**config.mk**
```make
export PLATFORM = sky130hd
export DESIGN_NAME = mem_port_arbiter_flat
export DESIGN_NICKNAME = d
export VERILOG_FILES = /design/src/rtl/mem_port_arbiter_if.sv /design/src/rtl/mem_port_arbiter.sv /design/src/flat_wrapper.sv
export SDC_FILE = /design/constraint.sdc
export NUM_CORES = 1
export LEC_CHECK = 0
export CORE_ASPECT_RATIO = 0.8
export CORE_UTILIZATION = 40
export CTS_CLUSTER_DIAMETER = 40
export DETAILED_ROUTE_END_ITERATION = 10
export PLACE_DENSITY = 0.76
export SETUP_SLACK_MARGIN = 0.3
export SKIP_CTS_REPAIR_TIMING = 1
export SLEW_MARGIN = 20
export SYNTH_ARGS = -nofsm -noshare
export SYNTH_HDL_FRONTEND = slang
export SYNTH_SLANG_ARGS = --single-unit
```
**constraint.sdc**
```tcl
create_clock -name clk -period 2.2 [get_ports clk]
set_clock_uncertainty 0.1 [all_clocks]
set_input_delay 0.33 -clock clk [delete_from_list [all_inputs] [get_ports clk]]
set_output_delay 0.33 -clock clk [all_outputs]
set_load 0.02 [all_outputs]
```
**src/rtl/mem_port_arbiter_if.sv**
```systemverilog
// Bundle of every handshake and bus signal around mem_port_arbiter: the fetch
// port, the load/store port, the memory port and the sticky error flag.
interface mem_port_arbiter_if #(
    parameter int WIDTH = 32
);
    // Fetch (IF stage) port
    logic             if_req;
    logic [WIDTH-1:0] if_addr;
    logic             if_ack;
    logic [31:0]      if_rdata;

    // Load/store (MEM stage) port
    logic             d_req;
    logic             d_we;
    logic [WIDTH-1:0] d_addr;
    logic [31:0]      d_wdata;
    logic             d_ack;
    logic [31:0]      d_rdata;

    // Single-ported memory
    logic             mem_req;
    logic             mem_we;
    logic [WIDTH-1:0] mem_addr;
    logic [31:0]      mem_wdata;
    logic             mem_ack;
    logic [31:0]      mem_rdata;

    // Sticky timeout indication
    logic             bus_err;

    // The arbiter's view: it answers the requesters and drives the memory.
    modport slave (
        input  if_req, if_addr, d_req, d_we, d_addr, d_wdata, mem_ack, mem_rdata,
        output if_ack, if_rdata, d_ack, d_rdata,
        output mem_req, mem_we, mem_addr, mem_wdata, bus_err
    );

    // The surrounding pipeline and memory: they raise requests and answer mem_req.
    modport master (
        output if_req, if_addr, d_req, d_we, d_addr, d_wdata, mem_ack, mem_rdata,
        input  if_ack, if_rdata, d_ack, d_rdata,
        input  mem_req, mem_we, mem_addr, mem_wdata, bus_err
    );
endinterface

```
**src/rtl/mem_port_arbiter.sv**
```systemverilog
// Shares one single-ported memory between instruction fetch and load/store.
// One transaction is in flight at a time. Data accesses win by default, but
// no more than MAX_STREAK data grants in a row may pass a waiting fetch.
// A transaction that sees no mem_ack within TIMEOUT cycles is aborted.
// Completion returns zero data and sets the sticky bus_err flag.
module mem_port_arbiter #(
    parameter int WIDTH      = 32,
    parameter int MAX_STREAK = 2,
    parameter int TIMEOUT    = 16
) (
    input logic               clk,
    input logic               reset,
    mem_port_arbiter_if.slave bus
);
    typedef enum logic [1:0] {
        IDLE,
        SERVE_I,
        SERVE_D
    } state_t;

    localparam int SW = $clog2(MAX_STREAK + 1);
    localparam int TW = (TIMEOUT > 1) ? $clog2(TIMEOUT) : 1;
    localparam logic [SW-1:0] STREAK_MAX = SW'(MAX_STREAK);
    localparam logic [TW-1:0] TIMER_LAST = TW'((TIMEOUT > 0) ? TIMEOUT - 1 : 0);

    state_t           state_q,     state_d;
    logic [SW-1:0]    streak_q,    streak_d;
    logic [TW-1:0]    timer_q,     timer_d;
    logic             if_ack_q,    if_ack_d;
    logic [31:0]      if_rdata_q,  if_rdata_d;
    logic             d_ack_q,     d_ack_d;
    logic [31:0]      d_rdata_q,   d_rdata_d;
    logic             mem_req_q,   mem_req_d;
    logic             mem_we_q,    mem_we_d;
    logic [WIDTH-1:0] mem_addr_q,  mem_addr_d;
    logic [31:0]      mem_wdata_q, mem_wdata_d;
    logic             bus_err_q,   bus_err_d;

    logic i_elig;
    logic d_elig;
    logic timed_out;

    // State register and every registered output; reset drops everything to zero.
    always_ff @(posedge clk) begin
        if (reset) begin
            state_q     <= IDLE;
            streak_q    <= '0;
            timer_q     <= '0;
            if_ack_q    <= 1'b0;
            if_rdata_q  <= '0;
            d_ack_q     <= 1'b0;
            d_rdata_q   <= '0;
            mem_req_q   <= 1'b0;
            mem_we_q    <= 1'b0;
            mem_addr_q  <= '0;
            mem_wdata_q <= '0;
            bus_err_q   <= 1'b0;
        end else begin
            state_q     <= state_d;
            streak_q    <= streak_d;
            timer_q     <= timer_d;
            if_ack_q    <= if_ack_d;
            if_rdata_q  <= if_rdata_d;
            d_ack_q     <= d_ack_d;
            d_rdata_q   <= d_rdata_d;
            mem_req_q   <= mem_req_d;
            mem_we_q    <= mem_we_d;
            mem_addr_q  <= mem_addr_d;
            mem_wdata_q <= mem_wdata_d;
            bus_err_q   <= bus_err_d;
        end
    end

    // Grant selection in IDLE, completion/abort while serving, acks pulse for one cycle.
    always_comb begin
        state_d     = state_q;
        streak_d    = streak_q;
        timer_d     = timer_q;
        if_ack_d    = 1'b0;
        if_rdata_d  = if_rdata_q;
        d_ack_d     = 1'b0;
        d_rdata_d   = d_rdata_q;
        mem_req_d   = mem_req_q;
        mem_we_d    = mem_we_q;
        mem_addr_d  = mem_addr_q;
        mem_wdata_d = mem_wdata_q;
        bus_err_d   = bus_err_q;

        // A requester still holding req during its own ack cycle is finishing the
        // previous access, not asking for a new one.
        i_elig    = bus.if_req && !if_ack_q;
        d_elig    = bus.d_req && !d_ack_q;
        timed_out = (TIMEOUT != 0) && (timer_q == TIMER_LAST);

        case (state_q)
            IDLE: begin
                if (d_elig && (!bus.if_req || (streak_q < STREAK_MAX))) begin
                    state_d     = SERVE_D;
                    mem_req_d   = 1'b1;
                    mem_we_d    = bus.d_we;
                    mem_addr_d  = bus.d_addr;
                    mem_wdata_d = bus.d_wdata;
                    timer_d     = '0;
                    streak_d    = bus.if_req ? streak_q + SW'(1) : '0;
                end else if (i_elig) begin
                    state_d     = SERVE_I;
                    mem_req_d   = 1'b1;
                    mem_we_d    = 1'b0;
                    mem_addr_d  = bus.if_addr;
                    mem_wdata_d = '0;
                    timer_d     = '0;
                    streak_d    = '0;
                end
            end

            SERVE_I, SERVE_D: begin
                if (bus.mem_ack) begin
                    state_d   = IDLE;
                    mem_req_d = 1'b0;
                    if (state_q == SERVE_I) begin
                        if_ack_d   = 1'b1;
                        if_rdata_d = bus.mem_rdata;
                    end else begin
                        d_ack_d = 1'b1;
                        if (!mem_we_q) begin
                            d_rdata_d = bus.mem_rdata;
                        end
                    end
                end else if (timed_out) begin
                    state_d   = IDLE;
                    mem_req_d = 1'b0;
                    bus_err_d = 1'b1;
                    if (state_q == SERVE_I) begin
                        if_ack_d   = 1'b1;
                        if_rdata_d = '0;
                    end else begin
                        d_ack_d   = 1'b1;
                        d_rdata_d = '0;
                    end
                end else begin
                    timer_d = timer_q + TW'(1);
                end
            end

            default: begin
                state_d   = IDLE;
                mem_req_d = 1'b0;
            end
        endcase
    end

    assign bus.if_ack    = if_ack_q;
    assign bus.if_rdata  = if_rdata_q;
    assign bus.d_ack     = d_ack_q;
    assign bus.d_rdata   = d_rdata_q;
    assign bus.mem_req   = mem_req_q;
    assign bus.mem_we    = mem_we_q;
    assign bus.mem_addr  = mem_addr_q;
    assign bus.mem_wdata = mem_wdata_q;
    assign bus.bus_err   = bus_err_q;
endmodule

```
**src/flat_wrapper.sv**
```systemverilog
// flat-port wrapper written by rule: the top's interface ports become plain ports
module mem_port_arbiter_flat 
#(
    parameter int WIDTH      = 32,
    parameter int MAX_STREAK = 2,
    parameter int TIMEOUT    = 16
)
  (clk, reset, bus_if_req, bus_if_addr, bus_d_req, bus_d_we, bus_d_addr, bus_d_wdata, bus_mem_ack, bus_mem_rdata, bus_if_ack, bus_if_rdata, bus_d_ack, bus_d_rdata, bus_mem_req, bus_mem_we, bus_mem_addr, bus_mem_wdata, bus_bus_err);
  mem_port_arbiter_if #(.WIDTH(WIDTH)) bus_i ();
  input logic clk;
  input logic reset;
  input wire logic [$bits(bus_i.if_req)-1:0] bus_if_req;
  input wire logic [$bits(bus_i.if_addr)-1:0] bus_if_addr;
  input wire logic [$bits(bus_i.d_req)-1:0] bus_d_req;
  input wire logic [$bits(bus_i.d_we)-1:0] bus_d_we;
  input wire logic [$bits(bus_i.d_addr)-1:0] bus_d_addr;
  input wire logic [$bits(bus_i.d_wdata)-1:0] bus_d_wdata;
  input wire logic [$bits(bus_i.mem_ack)-1:0] bus_mem_ack;
  input wire logic [$bits(bus_i.mem_rdata)-1:0] bus_mem_rdata;
  output wire logic [$bits(bus_i.if_ack)-1:0] bus_if_ack;
  output wire logic [$bits(bus_i.if_rdata)-1:0] bus_if_rdata;
  output wire logic [$bits(bus_i.d_ack)-1:0] bus_d_ack;
  output wire logic [$bits(bus_i.d_rdata)-1:0] bus_d_rdata;
  output wire logic [$bits(bus_i.mem_req)-1:0] bus_mem_req;
  output wire logic [$bits(bus_i.mem_we)-1:0] bus_mem_we;
  output wire logic [$bits(bus_i.mem_addr)-1:0] bus_mem_addr;
  output wire logic [$bits(bus_i.mem_wdata)-1:0] bus_mem_wdata;
  output wire logic [$bits(bus_i.bus_err)-1:0] bus_bus_err;
  assign bus_i.if_req = bus_if_req;
  assign bus_i.if_addr = bus_if_addr;
  assign bus_i.d_req = bus_d_req;
  assign bus_i.d_we = bus_d_we;
  assign bus_i.d_addr = bus_d_addr;
  assign bus_i.d_wdata = bus_d_wdata;
  assign bus_i.mem_ack = bus_mem_ack;
  assign bus_i.mem_rdata = bus_mem_rdata;
  assign bus_if_ack = bus_i.if_ack;
  assign bus_if_rdata = bus_i.if_rdata;
  assign bus_d_ack = bus_i.d_ack;
  assign bus_d_rdata = bus_i.d_rdata;
  assign bus_mem_req = bus_i.mem_req;
  assign bus_mem_we = bus_i.mem_we;
  assign bus_mem_addr = bus_i.mem_addr;
  assign bus_mem_wdata = bus_i.mem_wdata;
  assign bus_bus_err = bus_i.bus_err;
  mem_port_arbiter #(.WIDTH(WIDTH), .MAX_STREAK(MAX_STREAK), .TIMEOUT(TIMEOUT)) u_core (.clk(clk), .reset(reset), .bus(bus_i));
endmodule
```
Word-level counts from Yosys, hierarchy flattened. Cells that the tools add are included.

Flip-flop bits (word level): 141. Input port bits: 134. Output and inout port bits: 133. Logic and storage cells: 84.

$add $sub $neg: 2. Order comparisons: 1. Equality and inequality tests: 8. Muxes and demuxes: 39. Bitwise operators: 3. Reductions and logical operators: 19.

Operator list (number): two-way mux 32 bit (13); two-way mux 4 bit (4); two-way mux 2 bit (7); two-way mux 1 bit (12); one-hot mux 4 bit (2 select lines) (1); AND reduction 4 bit (2); != test 2 bit, second input constant (3); AND reduction 3 bit (2); nonzero test 2 bit (3); adder 4 x 1 -> 4 bit, second input constant (1); == test 4 bit, second input constant (1); one-hot mux 2 bit (2 select lines) (1); AND reduction 2 bit (2); OR reduction 2 bit (2); logical AND 1 bit (3); zero test 1 bit (3); != test 3 x 1 -> 1 bit, second input constant (1); != test 3 x 2 -> 1 bit, second input constant (1); inverter 1 bit (3); adder 2 x 1 -> 2 bit, second input constant (1); == test 2 x 1 -> 1 bit, second input constant (1); == test 2 bit, second input constant (1); zero test 2 bit (1); < comparator 2 bit, second input constant (1); 2 further kinds (2).

Logic depth before layout (Yosys ltp). Gate-level depths: netlist of the first run.

Depth in word-level cells: 5. Mapped depth: 9. Mapped depth without buffers: 6.

Worst setup path before layout of the first run. OpenSTA, ideal clock, no wires.

Kind: reg2reg. Start point: reg u_core.state_q[0]. End point: reg u_core.d_rdata_q[0] (netlist: u_core.bus.d_rdata[0]). Library setup time: 0.060 ns. Arrival time: 1.589 ns. Path slack: 0.452 ns. Stages on the path, launching flop included: 9. Path buffers: 2. Path through: dfxtp_1 -> inv_1 -> ha_1 -> buf_4 -> nand2b_1 -> or2_2 -> nor2_2 -> buf_2 -> a22o_1.

Longest elaborated chain between the ends: 3. Elaborated cells between the ends (all ways): 5. Those cells by class: eq/ne: 2; bitwise: 1; reduce/logical: 2.

RTL lines: start, declared (line mem_port_arbiter.sv:26) `state_t state_q, state_d;`; start signal, assigned (line mem_port_arbiter.sv:59) `state_q <= state_d;`; == test 2 x 1 -> 1 bit or == test 2 bit (tied branches) (line mem_port_arbiter.sv:95, mem_port_arbiter.sv:120, mem_port_arbiter.sv:133); OR reduction 2 bit or inverter 1 bit (tied branches); AND reduction 4 bit (no line) *; end signal, assigned (line mem_port_arbiter.sv:65) `d_rdata_q <= d_rdata_d;`; end, declared (line mem_port_arbiter.sv:32) `logic [31:0] d_rdata_q, d_rdata_d;`.

Mark *: on every way between the ends. The rest lies on a longest branch, timed or not. A chain may end at the register's enable or synchronous reset.

Worst setup path in the final report of the first run.
Start point: reg u_core.if_rdata_q[16] (netlist: u_core.bus.if_rdata[16]). End point: out bus_if_rdata[16].

RTL lines: start, declared (line mem_port_arbiter.sv:30) `logic [31:0] if_rdata_q, if_rdata_d;`; start signal, assigned (line mem_port_arbiter.sv:63) `if_rdata_q <= if_rdata_d;`; end, declared (line flat_wrapper.sv:21) `output wire logic [$bits(bus_i.if_rdata)-1:0] bus_if_rdata;`.

No word-level cell between the ends.

==> results of run 1 <==
## sequential cells by signal, summed over array words and instances, names as in the netlist
signal                cells
u_core.bus.mem_req        1
u_core.bus.mem_wdata     32
u_core.bus.if_ack         1
u_core.bus.bus_err        1
u_core.bus.mem_addr      32
u_core.streak_q           2
u_core.timer_q            4
u_core.bus.d_rdata       32
u_core.bus.if_rdata      32
u_core.bus.mem_we         1
u_core.bus.d_ack          1
u_core.state_q            2
## cells in the mapped netlist, drive strengths merged
| cell type | n | area [sq um] |
|---|---|---|
| o21ai | 39 | 206 |
| a211oi | 2 | 20.0 |
| and2b | 1 | 7.51 |
| or2 | 1 | 6.26 |
| a31oi | 2 | 18.8 |
| a41oi | 1 | 8.76 |
| and2 | 2 | 12.5 |
| nand2 | 71 | 269 |
| nor2 | 40 | 155 |
| a21oi | 74 | 382 |
| dfxtp | 141 | 2820 |
| nand3 | 34 | 170 |
| or4 | 1 | 7.51 |
| nand4b | 2 | 17.5 |
| a22oi | 32 | 240 |
| nor3 | 2 | 21.3 |
| a311oi | 34 | 360 |
| a22o | 32 | 280 |
| or3 | 1 | 6.26 |
| nand3b | 1 | 7.51 |
| nand2b | 6 | 37.5 |
| o211ai | 1 | 7.51 |
| and3 | 1 | 6.26 |
| nor2b | 2 | 12.5 |
| clkbuf | 28 | 105 |
| mux2i | 1 | 10.0 |
| inv | 4 | 15.0 |
| ha | 3 | 37.5 |
| buf | 28 | 169 |
| o31a | 1 | 8.76 |
## routing by layer
metal	part of all wire (%)	up-vias	track usage [%]
li1	-	2641	-
met1	42	2686	29.9
met2	47	283	41.4
met3	9.8	28	9.54
met4	2.1	0	9.03
met5	0	-	0
## final cells by class
| cell class | instances | area, sq um |
|---|---|---|
| clock buffer | 17 | 425 |
| clock inverter | 15 | 141 |
| fill | 1012 | 4150 |
| inverter | 4 | 15.0 |
| multi-input combinational | 387 | 2360 |
| sequential | 141 | 2820 |
| tap | 175 | 219 |
| timing repair buffer | 285 | 2930 |
## stage by stage
step	worst slack (ps)	hold WS [ps]	cell area, sq um	utilization, %	instances
detailed placement	60.8	356	8230	63.0	988
CTS	184	156	8790	67.4	1020
global placement	182	355	8230	63.0	988
global route	298	162	8910	68.2	1024
floorplan	452	354	5430	-	588
finish	347	171	8910	68.2	1024
## power by group through the flow
stage | Clock (mW) | Sequential [mW] | Combinational (mW)
floorplan | 0 | 3.44 | 0.990
global placement | 0 | 3.09 | 2.41
detailed placement | 0 | 3.10 | 2.46
CTS | 2.79 | 3.05 | 2.47
global route | 2.91 | 3.09 | 2.71
finish | 2.76 | 3.05 | 2.55
## cells in the final DEF, fill, tap and decap left out, drive strengths merged, types with 2 or more instances in the layout
cell | Yosys | final
clkdlybuf4s50 | 0 | 263
dfxtp | 141 | 141
a21oi | 74 | 74
nand2 | 71 | 71
nor2 | 40 | 40
o21ai | 39 | 39
nand3 | 34 | 34
a311oi | 34 | 34
a22oi | 32 | 32
a22o | 32 | 32
clkbuf | 28 | 19
buf | 28 | 18
inv | 4 | 8
nand2b | 6 | 6
clkinvlp | 0 | 5
clkinv | 0 | 5
ha | 3 | 3
nand4b | 2 | 2
and2 | 2 | 2
dlymetal6s2s | 0 | 2
a31oi | 2 | 2
nor2b | 2 | 2
nor3 | 2 | 2
a211oi | 2 | 2
## cell families after synthesis
logic type	Yosys count	synth area share (%)
DFF	141	52.0
AOI/OAI and AO/OA	218	28.2
buffers and inverters	60	5.32
and+or+nand+nor	165	13.6
muxes	1	0.184
adders and majority gates	3	0.691
## worst min-delay path by stage
stage | to | slack (ps)
2_1_floorplan | u_core.state_q[1] | 350
3_3_place_gp | u_core.bus.d_rdata[31] | 350
3_5_place_dp | u_core.bus.d_rdata[26] | 360
4_1_cts | u_core.bus.d_ack | 160
5_1_grt | u_core.bus.d_ack | 160
6_report | u_core.bus.d_ack | 170
==> metrics.txt, run 1 <==
mean instance size in the synthesized netlist 9.23 sq um; setup repair after global routing missed its margin no; register clock-pin slew on the reported worst setup and hold paths 60 ps; number of max-capacitance violations reported 0; final count of negative-setup-slack endpoints 0; element type at the critical path start flip-flop; remaining design rule violation count 0; final HPWL from detailed placement 11800 um; cell leakage power 3.25 nW; Hold Crit Start reset; floorplan die height 106 um; Chip Width 132 um; transition time at the pin with the least slew margin 721 ps; CP endpoint bus_if_rdata[16]; GR Util All Layers 25.1%; wire length of the first global-routing pass 28000 um; remaining max-slew budget at the tightest pin 51.9%; clock buffer depth 2; Detailed Route Iter0 Violations 287; cell-by-cell trace of the critical path clkdlybuf4s50_1; number of clock sinks 141; kind of end point of the critical path output pin; synthesis-to-finish area growth 64.0%; Critical-path top delay cell clkdlybuf4s50_1; TritonCTS clock tree done; switching power share of the total 32.5%; Worst R2R End u_core.bus.d_rdata[19]; worst min-delay path class primary input to flip-flop; Yosys cell types 42; routability congestion estimate 0.875; share of total power in sequential cells 36.5%; Ys Warns 0; Crit path required time 1770 ps; Total Wirelength 18300 um; count of buffer and inverter cells on the critical path 1; proportion of power drawn by the clock network 33.0%; maximum number of pins on one net before global-route repair 68; type of the setup path with the least slack flip-flop to output pin; source-to-sink clock delay at the later pin of the worst-skew pair 410 ps; cell family with the largest share of critical-path delay buffers and inverters; buffer cell driving the clock tree root clkbuf_16; CP peak stage delay 660 ps; Yosys reg bits 141; remaining number of nets flagged by the antenna check after routing 0; per-cell via count in the routed design 5.51; post-synthesis net count 725; minimum period implied by the final worst setup slack 1850 ps; detailed-router iteration count before antenna repair 5; number of cells traversed by the worst register-to-register path 7; maximum clock frequency 540 MHz; Top Ports 267; Core Box Area 0.0131 sq mm; area enclosed by the die boundary 0.0140 sq mm; Sum Neg Setup Slack 0 ps; max-slew violations 0; post-layout power 8.36 mW; internal power of the cells 5.64 mW; number of antenna violations at the first check in global routing 0; part of the power in combinational logic 30.5%; beginning of the worst register-to-register path u_core.state_q[0]; minimum setup slack among reg-to-reg paths 350 ps; Diodes inserted 0; DR WL/cell 17.8 um; layout cell share with drive strength beyond 1 9.31%; net count of the finished layout 973; power density over cell area 938 mW/mm^2; Clock H-tree levels 4; summed instance area of the synthesized netlist 0.00543 sq mm; post-synthesis sequential area ratio 52.0%; Post-Syn Instances 588; number of global-route vias before repair 5496; net load switching power 2.71 mW; number of buffer cells added on primary ports 266; launch point of the worst path u_core.bus.if_rdata[16]; cell count along the critical path 1; initial core utilization 41.6%; IR Drop Worst-Case VDD 543 uV; Critical Path Fanout Max 2; GRT Residual Overflow 0; period utilization 84.2%; floorplan row count 37; number of hold-slack violations in the final timing report 0; total number of vias 5638; status finished clean; number of instances on the worst hold path 3; WP data arrival 1420 ps; Inserted Clock Buffers 17
(Power assumes the default switching activity.)
==> run 2: changes to the inputs <==
--- a/config.mk
+++ b/config.mk
@@ -6,10 +6,10 @@
 export NUM_CORES = 1
 export LEC_CHECK = 0
 export CORE_ASPECT_RATIO = 0.8
-export CORE_UTILIZATION = 40
+export CORE_UTILIZATION = 37
 export CTS_CLUSTER_DIAMETER = 40
 export DETAILED_ROUTE_END_ITERATION = 10
-export PLACE_DENSITY = 0.76
+export PLACE_DENSITY = 0.73
 export SETUP_SLACK_MARGIN = 0.3
 export SKIP_CTS_REPAIR_TIMING = 1
 export SLEW_MARGIN = 20
==> constraint.sdc (replaced) <==
create_clock -name clk -period 1.5 [get_ports clk]
set_clock_uncertainty 0.1 [all_clocks]
set_input_delay 0.225 -clock clk [delete_from_list [all_inputs] [get_ports clk]]
set_output_delay 0.225 -clock clk [all_outputs]
set_load 0.02 [all_outputs]
==> run 2 against run 1 <==
  * The run now ends with negative setup slack left
  * Final cell count is 12% higher
  * Count of clock-buffer cells in the layout is 5 higher
  * Global-route usage is 2.2 points lower
  * Register-to-register slack worse by 620 ps
  * Sequential power is 54% higher
  * Sequential share of layout area is 5.6 points lower
  * Final area is 28% higher
  * Die area is 8.0% higher
  * Critical path type is now flip-flop to flip-flop
  * Largest cell class unchanged
  * Largest power group is now combinational cells
==> metrics.txt, run 2 (synthesis gave the netlist of run 1 again) <==
status finished, violations left (was finished clean); violated checks negative setup slack; Critical Path Fanout Max 8 (was 2); beginning of the worst register-to-register path u_core.timer_q[1] (was u_core.state_q[0]); worst min-delay path class primary input to flip-flop (unchanged); DR WL/cell 21.2 um (was 17.8 um); initial core utilization 38.0% (was 41.6%); GRT Residual Overflow 0 (unchanged); Worst R2R End u_core.bus.if_rdata[13] (was u_core.bus.d_rdata[19]); element type at the critical path start flip-flop (unchanged); remaining design rule violation count 0 (unchanged); detailed-router iteration count before antenna repair 5 (unchanged); Clock H-tree levels 4 (unchanged); share of total power in sequential cells 31.9% (was 36.5%); GR Util All Layers 23.0% (was 25.1%); number of placed instances with taps included 1025 (was 988); switching power share of the total 33.3% (was 32.5%); net count of the finished layout 1082 (was 973); remaining number of nets flagged by the antenna check after routing 0 (unchanged); CP peak stage delay 360 ps (was 660 ps); worst path setup slack after routing -274 ps (was 347 ps); cell leakage power 4.65 nW (was 3.25 nW); part of the power in combinational logic 39.2% (was 30.5%); power density over cell area 1290 mW/mm^2 (was 938 mW/mm^2); number of global-route vias before repair 5333 (was 5496); count of buffer and inverter cells on the critical path 2 (was 1); number of buffer cells added on primary ports 266 (unchanged); total cell area at the placement stage 0.00863 sq mm (was 0.00823 sq mm); source-to-sink clock delay at the later pin of the worst-skew pair 430 ps (was 410 ps); Hold Crit Start bus_if_req (was reset); number of cells traversed by the worst register-to-register path 7 (unchanged); number of clock sinks 141 (unchanged); clock buffer depth 2 (unchanged); routability congestion estimate 0.807 (was 0.875); net load switching power 4.89 mW (was 2.71 mW); Hold Path Sink u_core.streak_q[0] (was u_core.bus.d_ack); type of the setup path with the least slack flip-flop to flip-flop (was flip-flop to output pin); Filler Cells Inserted 773 (was 1012); floorplan die height 110 um (was 106 um); minimum setup slack among reg-to-reg paths -270 ps (was 350 ps); synthesis-to-finish area growth 110% (was 64.0%); Total Wirelength 24200 um (was 18300 um); Inserted Clock Buffers 17 (unchanged); cell family with the largest share of critical-path delay compound AO/OA/AOI/OAI gates (was buffers and inverters); final HPWL from detailed placement 12300 um (was 11800 um); proportion of power drawn by the clock network 28.9% (was 33.0%); post-route insts no fill 1142 (was 1024); maximum number of pins on one net before global-route repair 60 (was 68); Diodes inserted 0 (unchanged); minimum period implied by the final worst setup slack 1770 ps; leading cell type in the layout, fill and taps excluded buf_6 (was clkdlybuf4s50_1); number of antenna violations at the first check in global routing 0 (unchanged); TritonCTS clock tree done (unchanged); IR Drop Worst-Case VDD 989 uV (was 543 uV); internal power of the cells 9.81 mW (was 5.64 mW); number of hold-slack violations in the final timing report 0 (unchanged); Crit path required time 1750 ps (was 1770 ps); cell-by-cell trace of the critical path ha_4 -> a31oi_4 -> nand3b_1 -> buf_6 -> clkbuf_16 -> a22oi_2 -> nor2_1 (was clkdlybuf4s50_1); buffer cell driving the clock tree root clkbuf_16 (unchanged); WP data arrival 2020 ps (was 1420 ps); final count of negative-setup-slack endpoints 139 (was 0); Critical-path top delay cell a31oi_4 (was clkdlybuf4s50_1); max-slew violations 0 (unchanged); layout cell share with drive strength beyond 1 62.3% (was 9.31%); number of max-capacitance violations reported 0 (unchanged); register clock-pin slew on the reported worst setup and hold paths 60 ps (about the same); per-cell via count in the routed design 5.62 (was 5.51); commonest cells after routing, fill and taps aside 152 x buf_6, 131 x clkdlybuf4s50_1, 121 x dfxtp_2 (was 263 x clkdlybuf4s50_1, 140 x dfxtp_1, 73 x a21oi_1); remaining max-slew budget at the tightest pin 39.8% (was 51.9%); period utilization 118%; maximum clock frequency 564 MHz; Top Ports 267 (unchanged); floorplan row count 39 (was 37); Core Box Area 0.0143 sq mm (was 0.0131 sq mm); wire length of the first global-routing pass 26700 um (was 28000 um); Detailed Route Iter0 Violations 397 (was 287); setup repair after global routing missed its margin yes (was no); number of instances on the worst hold path 3 (unchanged); kind of end point of the critical path flip-flop (was output pin); area enclosed by the die boundary 0.0152 sq mm (was 0.0140 sq mm); final instance area 0.0114 sq mm (was 0.00891 sq mm); total number of vias 6419 (was 5638); Chip Width 137 um (was 132 um); transition time at the pin with the least slew margin 903 ps (was 721 ps)
## run 2: layout make-up
cell class / count / area, sq um / area share (%)
tap: 184 / 230 / 2.02
sequential: 141 / 2990 / 26.1
inverter: 4 / 20.0 / 0.175
clock inverter: 10 / 114 / 0.997
multi-input combinational: 389 / 3280 / 28.7
timing repair buffer: 392 / 4320 / 37.9
clock buffer: 22 / 474 / 4.15
## run 2: metal layers
metal | vias up | track usage (%) | part of all wire (%)
met3 | 89 | 7.54 | 7.4
met2 | 356 | 38.1 | 50
met1 | 3105 | 27.3 | 38
li1 | 2869 | - | -
met5 | - | 0 | 0
met4 | 0 | 9.58 | 4.1
## run 2: tightest hold or removal path, stage by stage
cell	delay, ps
dlymetal6s2s_1	190
nand2b_1	110
a211oi_2	60
## run 2: how the worst max path moves through the flow
| stage | from | end | slack (ps) | cells past startpoint |
|---|---|---|---|---|
| CTS | bus_if_req | u_core.bus.mem_addr[18] | -340 | 5 |
| detailed placement | bus_if_req | u_core.bus.mem_addr[20] | -800 | 5 |
| global placement | bus_if_req | u_core.bus.mem_addr[9] | -710 | 5 |
| global route | u_core.streak_q[1] | u_core.bus.mem_addr[18] | -340 | 5 |
| finish | u_core.timer_q[1] | u_core.bus.if_rdata[13] | -270 | 7 |
| floorplan | u_core.state_q[0] | u_core.bus.d_rdata[0] | -110 | 8 |
## run 2: power groups by stage
stage	registers [mW]	clock network, mW	logic (mW)
floorplan	5.06	0	1.66
global placement	4.54	0	3.79
detailed placement	4.56	0	3.86
CTS	4.49	4.21	3.87
global route	4.74	4.45	6.01
finish	4.70	4.24	5.76
## run 2: per-stage QoR
stage / power (mW) / utilization, % / setup slack, ps / TNS (ps) / hold slack (ps)
after floorplan: 6.72 / - / -113 / -6480 / 258
after global placement: 8.33 / 60.3 / -707 / -56280 / 357
after detailed placement: 8.41 / 60.3 / -798 / -63590 / 356
after CTS: 12.6 / 64.5 / -341 / -47480 / 85.8
after global routing: 15.2 / 79.9 / -342 / -31440 / 126
final: 14.7 / 79.9 / -274 / -24860 / 112
